### config.mk
export PLATFORM = sky130hd
export DESIGN_NAME = control_unit
export DESIGN_NICKNAME = d
export VERILOG_FILES = /design/src/rtl/cpu_ctrl_pkg.sv /design/src/rtl/control_unit.sv
export SDC_FILE = /design/constraint.sdc
export NUM_CORES = 1
export LEC_CHECK = 0
export ABC_AREA = 1
export BUFFER_PORTS_ARGS = -buffer_cell sky130_fd_sc_hd__clkbuf_2
export CORE_AREA = 8 8 45 47
export CTS_BUF_LIST = sky130_fd_sc_hd__clkbuf_16
export DETAILED_ROUTE_END_ITERATION = 16
export DIE_AREA = 0 0 53 55
export SLEW_MARGIN = 20
export SYNTH_ARGS = -nofsm -noshare
export SYNTH_HDL_FRONTEND = slang
export SYNTH_SLANG_ARGS = --single-unit
### constraint.sdc
create_clock -name Clock -period 1 [get_ports Clock]
set_input_delay 0.1 -clock Clock [delete_from_list [all_inputs] [get_ports Clock]]
set_output_delay 0.1 -clock Clock [all_outputs]
set_load 0.05 [all_outputs]
### src/rtl/cpu_ctrl_pkg.sv
// Shared definitions for the accumulator CPU sequencer:
// opcodes, FSM state encodings and field widths.
package cpu_ctrl_pkg;

  localparam int OPCODE_LEN = 3;

  typedef logic [OPCODE_LEN-1:0] opcode_t;

  localparam opcode_t OP_IN   = 3'b000;
  localparam opcode_t OP_OUT  = 3'b001;
  localparam opcode_t OP_INC  = 3'b010;
  localparam opcode_t OP_DEC  = 3'b011;
  localparam opcode_t OP_JMP  = 3'b100;
  localparam opcode_t OP_JZ   = 3'b101;
  localparam opcode_t OP_JPOS = 3'b110;
  localparam opcode_t OP_HALT = 3'b111;

  typedef enum logic [2:0] {
    S_INIT    = 3'd0,
    S_FETCH   = 3'd1,
    S_DECODE  = 3'd2,
    S_EXEC    = 3'd3,
    S_IN_WAIT = 3'd4,
    S_IN_REL  = 3'd5,
    S_SETTLE  = 3'd6,
    S_HALT    = 3'd7
  } state_t;

endpackage

### src/rtl/control_unit.sv
// Multi-cycle sequencer: fetch/decode/execute phases,
// IN handshake on Enter, sticky HALT.
module control_unit
  import cpu_ctrl_pkg::*;
#(
  parameter int INIT_CYCLES = 2
) (
  input  logic                  Clock,
  input  logic                  Reset,
  input  logic [OPCODE_LEN-1:0] Opcode,
  input  logic                  Azero,
  input  logic                  Apos,
  input  logic                  Enter,
  output logic                  IRload,
  output logic                  PCload,
  output logic                  Jmux,
  output logic                  Aload,
  output logic                  Asel,
  output logic                  Sub,
  output logic                  Outen,
  output logic                  Halt,
  output logic [2:0]            State
);

  localparam int CW = $clog2(INIT_CYCLES);
  localparam logic [CW-1:0] CNT_LAST = CW'(INIT_CYCLES - 1);

  state_t        state_q;
  state_t        state_d;
  logic [CW-1:0] cnt_q;
  logic          init_done;

  assign init_done = (cnt_q == CNT_LAST);
  assign State     = state_q;

  always_ff @(posedge Clock or negedge Reset) begin
    if (!Reset) begin
      state_q <= S_INIT;
    end else begin
      state_q <= state_d;
    end
  end

  // Counter only runs while in INIT; it is idle at zero otherwise.
  always_ff @(posedge Clock or negedge Reset) begin
    if (!Reset) begin
      cnt_q <= '0;
    end else if (state_q == S_INIT && !init_done) begin
      cnt_q <= cnt_q + 1'b1;
    end else begin
      cnt_q <= '0;
    end
  end

  always_comb begin
    state_d = S_INIT;
    case (state_q)
      S_INIT:    state_d = init_done ? S_FETCH : S_INIT;
      S_FETCH:   state_d = S_DECODE;
      S_DECODE: begin
        if (Opcode == OP_IN) begin
          state_d = S_IN_WAIT;
        end else if (Opcode == OP_HALT) begin
          state_d = S_HALT;
        end else begin
          state_d = S_EXEC;
        end
      end
      S_EXEC:    state_d = S_SETTLE;
      S_IN_WAIT: state_d = Enter ? S_IN_REL : S_IN_WAIT;
      S_IN_REL:  state_d = Enter ? S_IN_REL : S_SETTLE;
      S_SETTLE:  state_d = S_FETCH;
      S_HALT:    state_d = S_HALT;
      default:   state_d = S_INIT;
    endcase
  end

  always_comb begin
    IRload = 1'b0;
    PCload = 1'b0;
    Jmux   = 1'b1;
    Aload  = 1'b0;
    Asel   = 1'b0;
    Sub    = 1'b0;
    Outen  = 1'b0;
    Halt   = 1'b0;
    case (state_q)
      S_FETCH: begin
        IRload = 1'b1;
        PCload = 1'b1;
      end
      S_EXEC: begin
        unique case (1'b1)
          (Opcode == OP_OUT):  Outen = 1'b1;
          (Opcode == OP_INC):  Aload = 1'b1;
          (Opcode == OP_DEC): begin
            Aload = 1'b1;
            Sub   = 1'b1;
          end
          (Opcode == OP_JMP): begin
            PCload = 1'b1;
            Jmux   = 1'b0;
          end
          (Opcode == OP_JZ): begin
            PCload = Azero;
            Jmux   = 1'b0;
          end
          (Opcode == OP_JPOS): begin
            PCload = Apos;
            Jmux   = 1'b0;
          end
          default: ;
        endcase
      end
      S_IN_WAIT: begin
        Aload = Enter;
        Asel  = Enter;
      end
      S_HALT:  Halt = 1'b1;
      default: ;
    endcase
  end

endmodule

* Yosys cells after proc, flatten, opt, wreduce, memory -nomap -nowiden *
Cells that the tools add are included.

storage, ports and cells
  word-level logic and storage cells = 43
  input port bits = 8
  output and inout bits = 11
  bits in registers = 4

cells by class
  eq/ne operators = 14
  reduce and logical (&&, ||, !) cells = 6
  add/subtract/negate cells = 1
  muxes and demuxes = 20

operator list
  operator               number
  $eq A3 B3 Y1 const B   8
  $pmux W3 S8            1
  $mux W1                13
  $eq A3 B2 Y1 const B   4
  $eq A3 B1 Y1 const B   2
  $logic_not A3 Y1       2
  $mux W3                2
  $pmux W1 S2            2
  $pmux W1 S3            1
  $reduce_or A3 Y1       1
  $mux W2                1
  $reduce_or A2 Y1       1
  $add A1 B1 Y1 const B  1
  $logic_and A1 B1 Y1    1
  $logic_not A1 Y1       1

* Depth between registers and ports, before layout *
Gate-level depths: netlist of run 1.

  depth after elaboration = 4
  mapped depth = 6
  mapped depth without buffers = 6

* Worst setup path after synthesis of run 1 *
OpenSTA, ideal clock, no wires.

  path kind = register to output
  from = register state_q[1], in the netlist State[1]
  to = output Halt
  data arrival time = 2006 ps
  stages on the path, launching flop included = 3
  data required time = 900 ps
  path buffers = 0
  slack = -1106 ps
  cell sequence = dfrtp_1 -> inv_1 -> nor3_1

on the way
  longest elaborated chain between the ends = 2

ends and longest elaborated chain
  element                 RTL line            RTL
  from (decl)             control_unit.sv:28  state_t state_q;
  from (signal assigned)  control_unit.sv:40  state_q <= state_d;
  $eq A3 B3 Y1            control_unit.sv:87  case (state_q)
  $mux W1                 control_unit.sv:87
  to (decl)               control_unit.sv:21  output logic Halt,

Every way passes these cells.

* Final worst setup path of run 1 *
  from = register state_q[2], in the netlist State[2]
  to = output Jmux

on the way
  longest elaborated chain between the ends = 2

ends and longest elaborated chain
  element       RTL line            RTL
  $eq A3 B2 Y1  control_unit.sv:87
  $mux W1       control_unit.sv:87
  to (decl)     control_unit.sv:16  output logic Jmux,

Every way passes these cells.

==> metrics.csv, run 1 <==
metric,value,unit
yosys warns,0,
"Power, Total",3.27,mW
crit path to,Jmux,
Layout Cells excl Fill,101,
Setup crit end kind,primary output,
clk sinks,4,
clk buf depth,2,
largest net degree at the start of global routing,8,
Post-Place Setup Slack,-0.220,ns
Via Count,464,
Clock power frac,0.195,
Setup CP Type,register to primary output,
NetSw,1.42,mW
TNS Setup,-3.20,ns
Logic pwr share,0.697,
CP Buf/Inv Count,2,
"Slowest-stage cell, CP",dfrtp_2,
Reg2Reg Setup Slack,-0.07,ns
Fin Clk Skew,0.00390,ns
width of the chip,53,µm
Inserted Diodes,0,
fin util,0.634,
FF-to-FF path depth,5,
hold_ws,0.196,ns
CTS Buf Count,3,
Worst-Skew Late Latency,0.23,ns
cells after synthesis,49,
largest family of logic cells by synthesized area,simple AND/OR/NAND/NOR gates,
critical path depth,4,
row count,14,
ratio of cells with drive above 1 in the final layout,0.635,
CTS tree,yes,
Final Cell Area,877,µm²
CP Max Fanout,4,
internal power,1.85,mW
Adder-Cell Fraction of Synth Area,0,
Peak VDD IR,0.00239,V
min cycle time layout,1.40,ns
failing checks,negative setup slack,
syn nets,57,
PwrDens,3730,nW/µm²
CP Launch Point,State[2],
area share of and/or/nand/nor cells after synthesis,0.488,
cell breakdown of the critical path,nor2_4 -> buf_4 -> nand4_1 -> clkbuf_8,
first-pass GRT wire length,2250,µm
CTS Root Cell,clkbuf_16,
Crit path max-delay family,flip-flops,
CP required,0.90,ns
H-Tree Depth,1,
initial antenna violation count,0,
Yosys cell types,15,
post-DR wirelength/cell,13.6,µm
Final Routed Wirelength,1380,µm
RD Place Congestion,0.779,
synthesis-to-finish area growth,176,%
RR Endpoint,State[0],
sequential share of power,0.108,
Synth Cell Area,318,µm²
Synth Area in Compound Gates,0.0906,
antenna-violating nets left,0,
Sw Share,0.433,
"slowest stage delay, CP",0.43,ns
crit path DAT,1.30,ns
die area,2920,µm²
outcome,"finished, violations left",
final worst slack,-0.396,ns
final setup violation count,14,
"Avg Cell Area, Syn",6.49,µm²
I/O pin total,19,
placed cell count,92,
# nets final,94,
Worst-Margin Slew,0.215,ns
Startpoint Class,register,
RSZ-0062 raised after global routing,true,
Placed Area,657,µm²
count of pins over their slew limit,0,
Port-buffer cells,18,
DRC violations left,0,
DR vias/cell,4.59,
total grt overflow,0,
Yosys reg bits,4,
number of global-route vias before repair,503,
max cap viols,0,
Reg-to-Reg Start,State[0],
Global Route Usage Sum,0.104,
Die Y,55,µm
HPWL Detailed,963,µm
Initial Util,0.230,
f_max,716,MHz
Lkg Pwr,0.419,nW
Min-Delay Path Class,input port to register,
Final Hold Fails,0,
mux cell area share after synthesis,0,
Max-slew headroom,0.856,
Core Area,1380,µm²
clk slew on worst S/H paths,0.03,ns
Iteration-0 DRC Markers,6,
register area share after synthesis,0.315,
ratio of final minimum period to clock period,1.40,
DRT Pass-1 Iters,4,
Post-Synth XOR/XNOR Area,0,
how the worst min path moves through the flow:
| stage | start | endpoint | slack, ns | cells past startpoint |
|---|---|---|---|---|
| 5_1_grt | Reset | State[2] | 0.22 | 2 |
| 4_1_cts | Enter | State[0] | 0.19 | 3 |
| 6_report | Enter | State[0] | 0.20 | 3 |
| 3_3_place_gp | Reset | cnt_q | -0.09 | 1 |
| 2_1_floorplan | Reset | State[0] | -0.20 | 0 |
| 3_5_place_dp | Reset | cnt_q | -0.09 | 1 |
power by group through the flow:
stage / clock network (mW) / registers, mW / logic [mW]
5_1_grt: 0.660 / 0.360 / 2.39
4_1_cts: 0.644 / 0.342 / 2.17
3_5_place_dp: 0 / 0.340 / 1.76
2_1_floorplan: 0 / 0.608 / 0.727
6_report: 0.639 / 0.352 / 2.28
3_3_place_gp: 0 / 0.332 / 1.73
what timing repair did:
item / 4_1_cts / 5_1_grt
buffers inserted: 3 / 1
resized for setup: 15 / 4
hold buffers: 1 / 0
endpoints found under the setup margin: 13 / 15
hold endpoints to repair: 4 / 0
pin swaps: 3 / 2
worst register-to-register path: cells and delay by family, from the launching register on:
family                 cells  cell delay [ns]
DFF                        1             0.40
and+or+nand+nor            3             0.34
buffers and inverters      2             0.26
layout by cell type (no fill, tap or decap):
cell | netlist | routed
nor2_2 | 1 | 1
clkbuf_16 | 0 | 6
nor4_2 | 0 | 1
nand2_4 | 0 | 3
dfrtp_2 | 0 | 3
nand4_1 | 1 | 1
nor2_4 | 1 | 2
nor2_1 | 3 | 2
buf_12 | 0 | 7
nand3_1 | 6 | 5
nor3_4 | 0 | 3
clkbuf_8 | 0 | 1
o21ai_0 | 4 | 4
buf_4 | 0 | 11
nand2_1 | 14 | 12
buf_6 | 0 | 2
nand3_2 | 0 | 1
dfrtp_1 | 4 | 1
clkbuf_2 | 0 | 7
o21ai_4 | 0 | 1
inv_2 | 2 | 3
dlygate4sd3_1 | 0 | 1
clkinvlp_4 | 0 | 2
inv_1 | 7 | 5
final cells by class:
type / instances / area, µm²
Clock buffer: 3 / 75.1
Clock inverter: 1 / 3.75
Fill cell: 101 / 507
Inverter: 9 / 41.3
Multi-Input combinational cell: 36 / 254
Sequential cell: 4 / 104
Tap cell: 16 / 20.0
Timing Repair Buffer: 32 / 379
state kept, by name (all words and copies together) (netlist names):
register  count
State         3
cnt_q         1
layer usage:
| layer | global-route usage | vias to the layer above | share of wire |
|---|---|---|---|
| li1 | - | 228 | - |
| met5 | 0 | - | 0 |
| met1 | 0.104 | 225 | 0.36 |
| met4 | 0.0517 | 0 | 0.0087 |
| met3 | 0.0160 | 2 | 0.028 |
| met2 | 0.203 | 9 | 0.60 |
synth_stat cells:
cell | number | area, µm²
nand2_1 | 14 | 52.6
nand4_1 | 1 | 6.26
nor3_1 | 1 | 5.00
o21ai_0 | 4 | 20.0
nand3_1 | 6 | 30.0
nand2_2 | 1 | 6.26
inv_2 | 2 | 7.51
nor2_2 | 1 | 6.26
inv_1 | 7 | 26.3
o21ai_2 | 1 | 8.76
nor2_4 | 1 | 11.3
nor2_1 | 3 | 11.3
nor4_1 | 1 | 6.26
dfrtp_1 | 4 | 100
nor3_2 | 2 | 20.0
logic make-up (layout without fill, tap and decap cells):
logic type      after synthesis  in the layout
compound gates                5              5
buf+inv                       9             45
flops                         4              4
simple gates                 31             31
Power figures use the tool's default switching activity.
==> run 2, diff against run 1 <==
- CORE_AREA: 8 8 45 47 -> 2 2 39 41
- DIE_AREA: 0 0 53 55 -> 0 0 41 43
- clock period: 1 -> 1.2 ns (I/O delays scaled with it)
==> run 2 against run 1 <==
Net effect: the run still ends with negative setup slack left; die area fell by 40%; cell count unchanged; wire length shrank 15%; total power decreased by 25%; non-clock buffer count unchanged; global-route usage rose by 6.4 points; critical path type unchanged; largest cell class unchanged.
==> metrics.csv, run 2 (synthesis results as in run 1) <==
metric,value,unit
Port-buffer cells,18,
DRC violations left,0,
fin util,0.569,
Fill cells,119,
sequential cell area,104,µm²
TNS Setup,-1.18,ns
Min-Delay Path Class,input port to register,
area of the multi-input gates,241,µm²
Final Hold Fails,0,
Layout Cells excl Fill,101,
CP required,1.08,ns
Setup crit end kind,primary output,
CTS Buf Count,3,
ratio of final minimum period to clock period,1.16,
CTS Root Cell,clkbuf_16,
PwrDens,3120,nW/µm²
Placed Area,537,µm²
# nets final,94,
count of pins over their slew limit,0,
Fin Clk Skew,0.00269,ns
Final Routed Wirelength,1170,µm
Max-slew headroom,0.812,
width of the chip,41,µm
final setup violation count,9,
initial antenna violation count,0,
Inserted Diodes,0,
I/O pin total,19,
placed cell count,90,
post-DR wirelength/cell,11.6,µm
outcome,"finished, violations left",
synthesis-to-finish area growth,148,%
most frequent cells in the layout,"nand2_1 (11), buf_4 (11), clkbuf_2 (8)",
H-Tree Depth,1,
RR Endpoint,State[0],
first-pass GRT wire length,2000,µm
CTS tree,yes,
total grt overflow,0,
Final Cell Area,787,µm²
Lkg Pwr,0.387,nW
Worst-Skew Late Latency,0.23,ns
Iteration-0 DRC Markers,12,
final worst slack,-0.188,ns
Reg-to-Reg Start,State[0],
number of global-route vias before repair,473,
Via Count,461,
CP Launch Point,State[2],
Core Area,1380,µm²
CP Max Fanout,4,
crit path DAT,1.27,ns
Setup CP Type,register to primary output,
"Power, Total",2.46,mW
Worst-Margin Slew,0.284,ns
max cap viols,0,
FF-to-FF path depth,5,
Global Route Usage Sum,0.169,
RSZ-0062 raised after global routing,true,
Die Y,43,µm
Initial Util,0.230,
crit path to,Sub,
RD Place Congestion,0.793,
die area,1760,µm²
HPWL Detailed,706,µm
hold wc startpoint,Enter,
min cycle time layout,1.39,ns
Peak VDD IR,0.00210,V
clk slew on worst S/H paths,0.03,ns
clk sinks,4,
antenna-violating nets left,0,
ratio of cells with drive above 1 in the final layout,0.647,
row count,14,
clk buf depth,2,
Reg2Reg Setup Slack,0.09,ns
f_max,721,MHz
Largest register FFs,3,
Startpoint Class,register,
DRT Pass-1 Iters,4,
largest net degree at the start of global routing,9,
DR vias/cell,4.56,
failing checks,negative setup slack,
## run 2: cell types whose count changed in the layout (fill, tap and decap cells not counted), sizes merged
cell	delta
buf	-1
clkbuf	+1
## run 2: critical path, stage by stage (launching register included)
cell	delay (ns)
dfrtp_2	0.42
nor2_4	0.18
nand2_4	0.11
nor3_4	0.16
buf_8	0.17
## run 2: worst min path at each step
stage          endpoint  depth (start not counted)  slack [ns]
3_3_place_gp      cnt_q                          1       -0.07
6_report       State[0]                          3        0.22
4_1_cts        State[0]                          3        0.21
3_5_place_dp      cnt_q                          1       -0.07
2_1_floorplan  State[0]                          0       -0.18
5_1_grt        State[1]                          2        0.26
## run 2: area by class of cell
cell class	instances	share of cell area
clock buffers	3	0.0954
flip-flops and latches	4	0.132
clock inverters	1	0.00477
multi-input cells	36	0.307
inverters	9	0.0525
repair buffers	32	0.383
well taps	16	0.0254
## run 2: power by group
group	switching, mW	internal [mW]
Clock	0.112	0.432
Sequential	0.0762	0.216
Combinational	0.926	0.695
Total	1.11	1.34
## run 2: per-layer routing
metal,up-vias,track usage,wire [µm]
li1,230,-,-
met1,221,0.242,561
met2,7,0.225,565
met3,3,0.0157,17
met4,0,0.120,22
met5,-,0,0
## run 2: timing repair
item                                    CTS  global route
pin swaps                                 5             3
endpoints found under the hold margin     4             0
hold buffers                              1             0
buffers inserted                          3             3
endpoints found under the setup margin    8             9
resized for setup                        24             8
cloned                                    0             0
## run 2: per-stage QoR
stage / setup slack (ns) / hold WS (ns)
after global placement: -0.0555 / -0.0716
after floorplan: -0.318 / -0.176
final: -0.188 / 0.218
after detailed placement: -0.0731 / -0.0688
after global routing: -0.254 / 0.259
after CTS: -0.170 / 0.211
